$ cat src/rtl/qtree_level_stage.sv
// qtree_level_stage
// -----------------
// One search level of the quadtree lookup engine. A lookup carries a node
// address and a key. The stage reads the addressed 3-key node from its local
// RAM, counts how many node keys the lookup key is greater than or equal to
// (giving child 0..3), appends that 2-bit child to the address and forwards
// {next_addr, key} plus the bypass sideband to the next level.
//
// Ports
//   clk_i           clock, rising edge
//   rst_i           asynchronous active-low reset, clears all pipeline registers
//   mm_ram_data_i   node write data {key2, key1, key0}
//   mm_ram_addr_i   node write address
//   mm_ram_write_i  node write strobe
//   in_data_i       {addr, key}, addr in the MSBs
//   in_bypass_i     opaque sideband, delayed alongside the lookup
//   in_valid_i      lookup qualifier
//   out_data_o      {next_addr, key}
//   out_bypass_o    delayed in_bypass_i
//   out_valid_o     delayed in_valid_i
//
// Flow control: valid-only, no ready. A lookup is taken on every rising edge
// where in_valid_i=1 and reappears with out_valid_o=1 exactly
// 2 + RAM_OUT_REG_ENABLE + STAGE0_OUT_REG_ENABLE + STAGE1_OUT_REG_ENABLE
// edges later, in order. Data and bypass are registered every cycle and are
// meaningless while the matching valid is 0.
module qtree_level_stage #(
  parameter int ADDR_WIDTH            = 8,
  parameter int KEY_WIDTH             = 16,
  parameter int DATA_WIDTH            = 24,
  parameter int BYPASS_WIDTH          = 1,
  parameter int RAM_ADDR_WIDTH        = 2,
  parameter int RAM_DATA_WIDTH        = 48,
  parameter int RAM_OUT_REG_ENABLE    = 0,
  parameter int STAGE0_OUT_REG_ENABLE = 0,
  parameter int STAGE1_OUT_REG_ENABLE = 0
) (
  input  logic                      clk_i,
  input  logic                      rst_i,
  input  logic [RAM_DATA_WIDTH-1:0] mm_ram_data_i,
  input  logic [RAM_ADDR_WIDTH-1:0] mm_ram_addr_i,
  input  logic                      mm_ram_write_i,
  input  logic [DATA_WIDTH-1:0]     in_data_i,
  input  logic [BYPASS_WIDTH-1:0]   in_bypass_i,
  input  logic                      in_valid_i,
  output logic [DATA_WIDTH-1:0]     out_data_o,
  output logic [BYPASS_WIDTH-1:0]   out_bypass_o,
  output logic                      out_valid_o
);

  localparam int RAM_DEPTH = 1 << RAM_ADDR_WIDTH;

  // ---------------------------------------------------------------------------
  // Node RAM. Words are stored inverted so that an array that powers up as
  // zeros reads back as all ones. The RAM is never reset.
  // ---------------------------------------------------------------------------
  logic [RAM_DATA_WIDTH-1:0] mem_inv [RAM_DEPTH];
  logic [RAM_DATA_WIDTH-1:0] rd_word_q;

  always_ff @(posedge clk_i) begin
    if (mm_ram_write_i) begin
      mem_inv[mm_ram_addr_i] <= ~mm_ram_data_i;
    end
  end

  // Read register: a same-cycle write to the same word is not yet visible
  // here, so the lookup sees the old contents.
  always_ff @(posedge clk_i) begin
    rd_word_q <= ~mem_inv[in_data_i[KEY_WIDTH +: RAM_ADDR_WIDTH]];
  end

  // Lookup fields travel alongside the RAM read.
  logic [DATA_WIDTH-1:0]   rd_data_q;
  logic [BYPASS_WIDTH-1:0] rd_byp_q;
  logic                    rd_valid_q;

  always_ff @(posedge clk_i or negedge rst_i) begin
    if (!rst_i) begin
      rd_data_q  <= '0;
      rd_byp_q   <= '0;
      rd_valid_q <= 1'b0;
    end else begin
      rd_data_q  <= in_data_i;
      rd_byp_q   <= in_bypass_i;
      rd_valid_q <= in_valid_i;
    end
  end

  // ---------------------------------------------------------------------------
  // Optional register on the RAM read data (and its aligned lookup fields).
  // ---------------------------------------------------------------------------
  logic [RAM_DATA_WIDTH-1:0] cmp_word;
  logic [DATA_WIDTH-1:0]     cmp_data;
  logic [BYPASS_WIDTH-1:0]   cmp_byp;
  logic                      cmp_valid;

  if (RAM_OUT_REG_ENABLE != 0) begin : g_ram_out_reg
    logic [RAM_DATA_WIDTH-1:0] word_q;
    logic [DATA_WIDTH-1:0]     data_q;
    logic [BYPASS_WIDTH-1:0]   byp_q;
    logic                      valid_q;

    always_ff @(posedge clk_i or negedge rst_i) begin
      if (!rst_i) begin
        word_q  <= '0;
        data_q  <= '0;
        byp_q   <= '0;
        valid_q <= 1'b0;
      end else begin
        word_q  <= rd_word_q;
        data_q  <= rd_data_q;
        byp_q   <= rd_byp_q;
        valid_q <= rd_valid_q;
      end
    end

    assign cmp_word  = word_q;
    assign cmp_data  = data_q;
    assign cmp_byp   = byp_q;
    assign cmp_valid = valid_q;
  end else begin : g_ram_out_pass
    assign cmp_word  = rd_word_q;
    assign cmp_data  = rd_data_q;
    assign cmp_byp   = rd_byp_q;
    assign cmp_valid = rd_valid_q;
  end

  // ---------------------------------------------------------------------------
  // Compare: child = number of node keys that the lookup key reaches.
  // Counting (rather than priority-decoding) keeps the result defined even
  // when software leaves the node keys unsorted.
  // ---------------------------------------------------------------------------
  logic [ADDR_WIDTH-1:0] cmp_addr;
  logic [KEY_WIDTH-1:0]  cmp_key;
  logic [KEY_WIDTH-1:0]  node_key0;
  logic [KEY_WIDTH-1:0]  node_key1;
  logic [KEY_WIDTH-1:0]  node_key2;
  logic [1:0]            child;
  logic [DATA_WIDTH-1:0] cmp_out_data;
  logic                  unused_addr_msbs;

  assign {cmp_addr, cmp_key} = cmp_data;
  assign node_key0 = cmp_word[0*KEY_WIDTH +: KEY_WIDTH];
  assign node_key1 = cmp_word[1*KEY_WIDTH +: KEY_WIDTH];
  assign node_key2 = cmp_word[2*KEY_WIDTH +: KEY_WIDTH];

  assign child = 2'(cmp_key >= node_key0)
               + 2'(cmp_key >= node_key1)
               + 2'(cmp_key >= node_key2);

  // Shifting the child in drops the two address MSBs.
  assign cmp_out_data     = {cmp_addr[ADDR_WIDTH-3:0], child, cmp_key};
  assign unused_addr_msbs = ^cmp_addr[ADDR_WIDTH-1 -: 2];

  // ---------------------------------------------------------------------------
  // Optional register after the compare.
  // ---------------------------------------------------------------------------
  logic [DATA_WIDTH-1:0]   out_data_d;
  logic [BYPASS_WIDTH-1:0] out_byp_d;
  logic                    out_valid_d;

  if (STAGE0_OUT_REG_ENABLE != 0) begin : g_stage0_reg
    logic [DATA_WIDTH-1:0]   data_q;
    logic [BYPASS_WIDTH-1:0] byp_q;
    logic                    valid_q;

    always_ff @(posedge clk_i or negedge rst_i) begin
      if (!rst_i) begin
        data_q  <= '0;
        byp_q   <= '0;
        valid_q <= 1'b0;
      end else begin
        data_q  <= cmp_out_data;
        byp_q   <= cmp_byp;
        valid_q <= cmp_valid;
      end
    end

    assign out_data_d  = data_q;
    assign out_byp_d   = byp_q;
    assign out_valid_d = valid_q;
  end else begin : g_stage0_pass
    assign out_data_d  = cmp_out_data;
    assign out_byp_d   = cmp_byp;
    assign out_valid_d = cmp_valid;
  end

  // ---------------------------------------------------------------------------
  // Output register (always present).
  // ---------------------------------------------------------------------------
  logic [DATA_WIDTH-1:0]   out_data_q;
  logic [BYPASS_WIDTH-1:0] out_byp_q;
  logic                    out_valid_q;

  always_ff @(posedge clk_i or negedge rst_i) begin
    if (!rst_i) begin
      out_data_q  <= '0;
      out_byp_q   <= '0;
      out_valid_q <= 1'b0;
    end else begin
      out_data_q  <= out_data_d;
      out_byp_q   <= out_byp_d;
      out_valid_q <= out_valid_d;
    end
  end

  // ---------------------------------------------------------------------------
  // Optional extra output register.
  // ---------------------------------------------------------------------------
  if (STAGE1_OUT_REG_ENABLE != 0) begin : g_stage1_reg
    logic [DATA_WIDTH-1:0]   data_q;
    logic [BYPASS_WIDTH-1:0] byp_q;
    logic                    valid_q;

    always_ff @(posedge clk_i or negedge rst_i) begin
      if (!rst_i) begin
        data_q  <= '0;
        byp_q   <= '0;
        valid_q <= 1'b0;
      end else begin
        data_q  <= out_data_q;
        byp_q   <= out_byp_q;
        valid_q <= out_valid_q;
      end
    end

    assign out_data_o   = data_q;
    assign out_bypass_o = byp_q;
    assign out_valid_o  = valid_q;
  end else begin : g_stage1_pass
    assign out_data_o   = out_data_q;
    assign out_bypass_o = out_byp_q;
    assign out_valid_o  = out_valid_q;
  end

endmodule

$ cat config.mk
export PLATFORM = sky130hd
export DESIGN_NAME = qtree_level_stage
export DESIGN_NICKNAME = d
export VERILOG_FILES = /design/src/rtl/qtree_level_stage.sv
export SDC_FILE = /design/constraint.sdc
export NUM_CORES = 1
export LEC_CHECK = 0
export ABC_AREA = 1
export CAP_MARGIN = 20
export CORE_ASPECT_RATIO = 1.1
export CORE_UTILIZATION = 55
export DETAILED_ROUTE_END_ITERATION = 10
export PLACE_DENSITY = 0.77
export SYNTH_ARGS = -nofsm -noshare
export SYNTH_HDL_FRONTEND = slang
export SYNTH_SLANG_ARGS = --single-unit
$ cat constraint.sdc
create_clock -name clk_i -period 2.3 [get_ports clk_i]
set_input_delay 0.345 -clock clk_i [delete_from_list [all_inputs] [get_ports clk_i]]
set_output_delay 0.345 -clock clk_i [all_outputs]
set_load 0.05 [all_outputs]
==> results.toml <==
[final_layout]
fin_cells = 1216
final_cell_mix = "edfxtp_1, nand2_1, inv_1, clkdlybuf4s50_1, a21oi_1"
fillers = 1357
final_nets = 1070
post_route_cells_drive_above_1_share_pct = 10.27
area_growth_pct = 20.12
diodes = 0
final_common_cell = "edfxtp_1"

[power_and_ir_drop]
total_power_w = 0.01173
p_leak_nw = 5.393
peakVddDrop_mv = 0.6414
power_density_nw_per_um2 = 878.6

[cts]
htree_levels = 1
numCtsBuffers = 28
clk_pin_slew_worst_paths_ps = 60
post_cts_buffers = 0
cts_tree = "done"
clock_latency_ps = 530
root_buffer = "clkbuf_16"
clock-sinks = 290
cts_buffer_depth = 3

[timing]
setup_slack_ps = 234.2
fin_skew_ps = 9.819
tns_ps = 0
min_period_ps = 2066
post-route-period-util_pct = 89.82
max_freq_ghz = 0.4841
whs_ps = 199.2
slew_viol_final = 0
hold_viol = 0
slew_headroom_pct = 62.52
setup_violations = 0
rsz0062_at_grt = "false"
worst_pin_slew_ps = 560.5

[worst_setup_path]
worst-path-max-fanout = 1
worstPathRequired_ps = 1960
endpoint_kind = "output port"
path_cells = "clkdlybuf4s50_1"
crit_family = "buffers and inverters"
reg2reg_depth = 7
arrival_ps = 1720
rr_endpoint = "out_data_o[16]"
cp-start-kind = "flip-flop"
max_stage_delay_ps = 830
rr_startpoint = "cmp_data[5]"
crit_type = "reg -> out"
r2r_slack_ps = 370
crit_slowest_cell = "clkdlybuf4s50_1"
crit_buf_inv = 1

[detailed_routing]
drt-total-wl_mm = 20.62
drt.antenna.violating_nets = 0
vias = 6367
dr.pass1.iters = 4
drc_errors = 0
vias_per_cell = 5.236
drtIter0Drc = 383
detail_route.wl_per_cell_microns = 16.96

[grt]
grt_remaining_overflow = 0
grt_pass1_wl_mm = 32.40
antenna_found_initial = 0
grt_use_total_pct = 20.83
grt_max_degree = 98
grt_pass1_vias = 6296

[placement]
place_inst = 1163
port_buffers = 102
hpwl_mm = 12.46
pre_cts_slack_ps = 276.8
place_congestion = 0.8044

[die]
die_area_sq_um = 20770
start_util_pct = 56.12
rows = 54
die_w_microns = 137.5
core-area_sq_um = 19800
fp.dieH_microns = 151.1
io_pins = 105

[min_path]
hold_class = "in -> async"

[flow_run]
cap_viol_max_count = 0

[yosys]
synthCells = 830
synth.largest_area_cell = "edfxtp_1"
synth_area_leaders = "edfxtp_1, dfrtp_1, dfxtp_1"
syn_avg_cell_area_sq_um = 13.39
synth-warning-count = 0
ys_ff_latch = 290
synth_area_sq_um = 11110
yosysTopAreaCellShare_pct = 51.89
syn_nets = 958
synth.distinct_cells = 23
synth_seq_area_share_pct = 71.80

[outcome]
status = "complete, no violations"
-- kinds of logic (layout without fill, tap and decap cells) --
family	after synthesis	in the layout	share of synthesized area, %
AO/OA/AOI/OAI	124	124	7.770
adder cells (fa/ha/maj)	49	49	5.586
buffers and inverters	144	278	6.216
flip-flops	290	290	71.80
AND/OR/NAND/NOR	223	223	8.626
-- Yosys cell counts --
cell,instances
buf_1,3
and2_1,2
inv_2,1
nand2_1,159
buf_2,15
buf_12,5
ha_1,48
clkinv_4,1
o21ai_0,6
edfxtp_1,192
nor3_1,7
a32o_1,48
nor2_1,12
fa_1,1
dfrtp_1,50
nand4_1,3
o21a_1,1
buf_6,6
a21oi_1,69
clkbuf_1,2
nand2_2,40
dfxtp_1,48
inv_1,111
-- state kept, by name (all words and copies together) (netlist names) --
| name | cells |
|---|---|
| cmp_data | 22 |
| cmp_valid | 1 |
| out_data_o | 24 |
| mem_inv | 192 |
| out_valid_o | 1 |
| out_bypass_o | 1 |
| cmp_byp | 1 |
| cmp_word | 48 |
-- worst max path at each step --
stage	from	end	slack, ps	cells past startpoint
after detailed placement	mm_ram_addr_i[0]	mem_inv[3][26]	280	4
after CTS	out_data_o[17]	out_data_o[17]	200	1
after global placement	mm_ram_addr_i[0]	mem_inv[3][19]	310	4
after global routing	cmp_data[6]	out_data_o[16]	190	9
after floorplan	mm_ram_addr_i[0]	mem_inv[3][0]	-460	2
final	out_data_o[17]	out_data_o[17]	230	1
-- layer usage --
layer,track usage (%),up-vias,routed length [microns]
li1,-,3093,-
met1,27.07,3054,8650
met2,35.53,183,10240
met3,3.414,37,1212
met4,6.868,0,523
met5,0,-,0
-- cell type report --
class	count	area, sq um	area share (%)
multi-input combinational	396	2487	18.64
clock inverter	11	152.6	1.144
inverter	113	429.2	3.216
clock buffer	41	800.8	6.000
sequential	290	7978	59.77
timing repair buffer	113	1184	8.868
tap	252	315.3	2.362
-- where the power goes --
group	switching [W]	total [W]	internal, W
Combinational	0.000638	0.00107	0.000434
Sequential	0.000116	0.00600	0.00589
Clock	0.00180	0.00465	0.00285
Total	0.00255	0.0117	0.00917
-- metrics by stage --
step                      utilization, %  cell area (sq um)
after floorplan                        -              11130
after global placement             62.55              12380
after detailed placement           62.55              12380
after CTS                          67.42              13350
after global routing               67.42              13350
final                              67.42              13350
-- timing repair --
item,CTS,global route
resized for setup,0,0
endpoints found under the hold margin,50,0
hold buffers,1,0
Power figures use the tool's default switching activity.
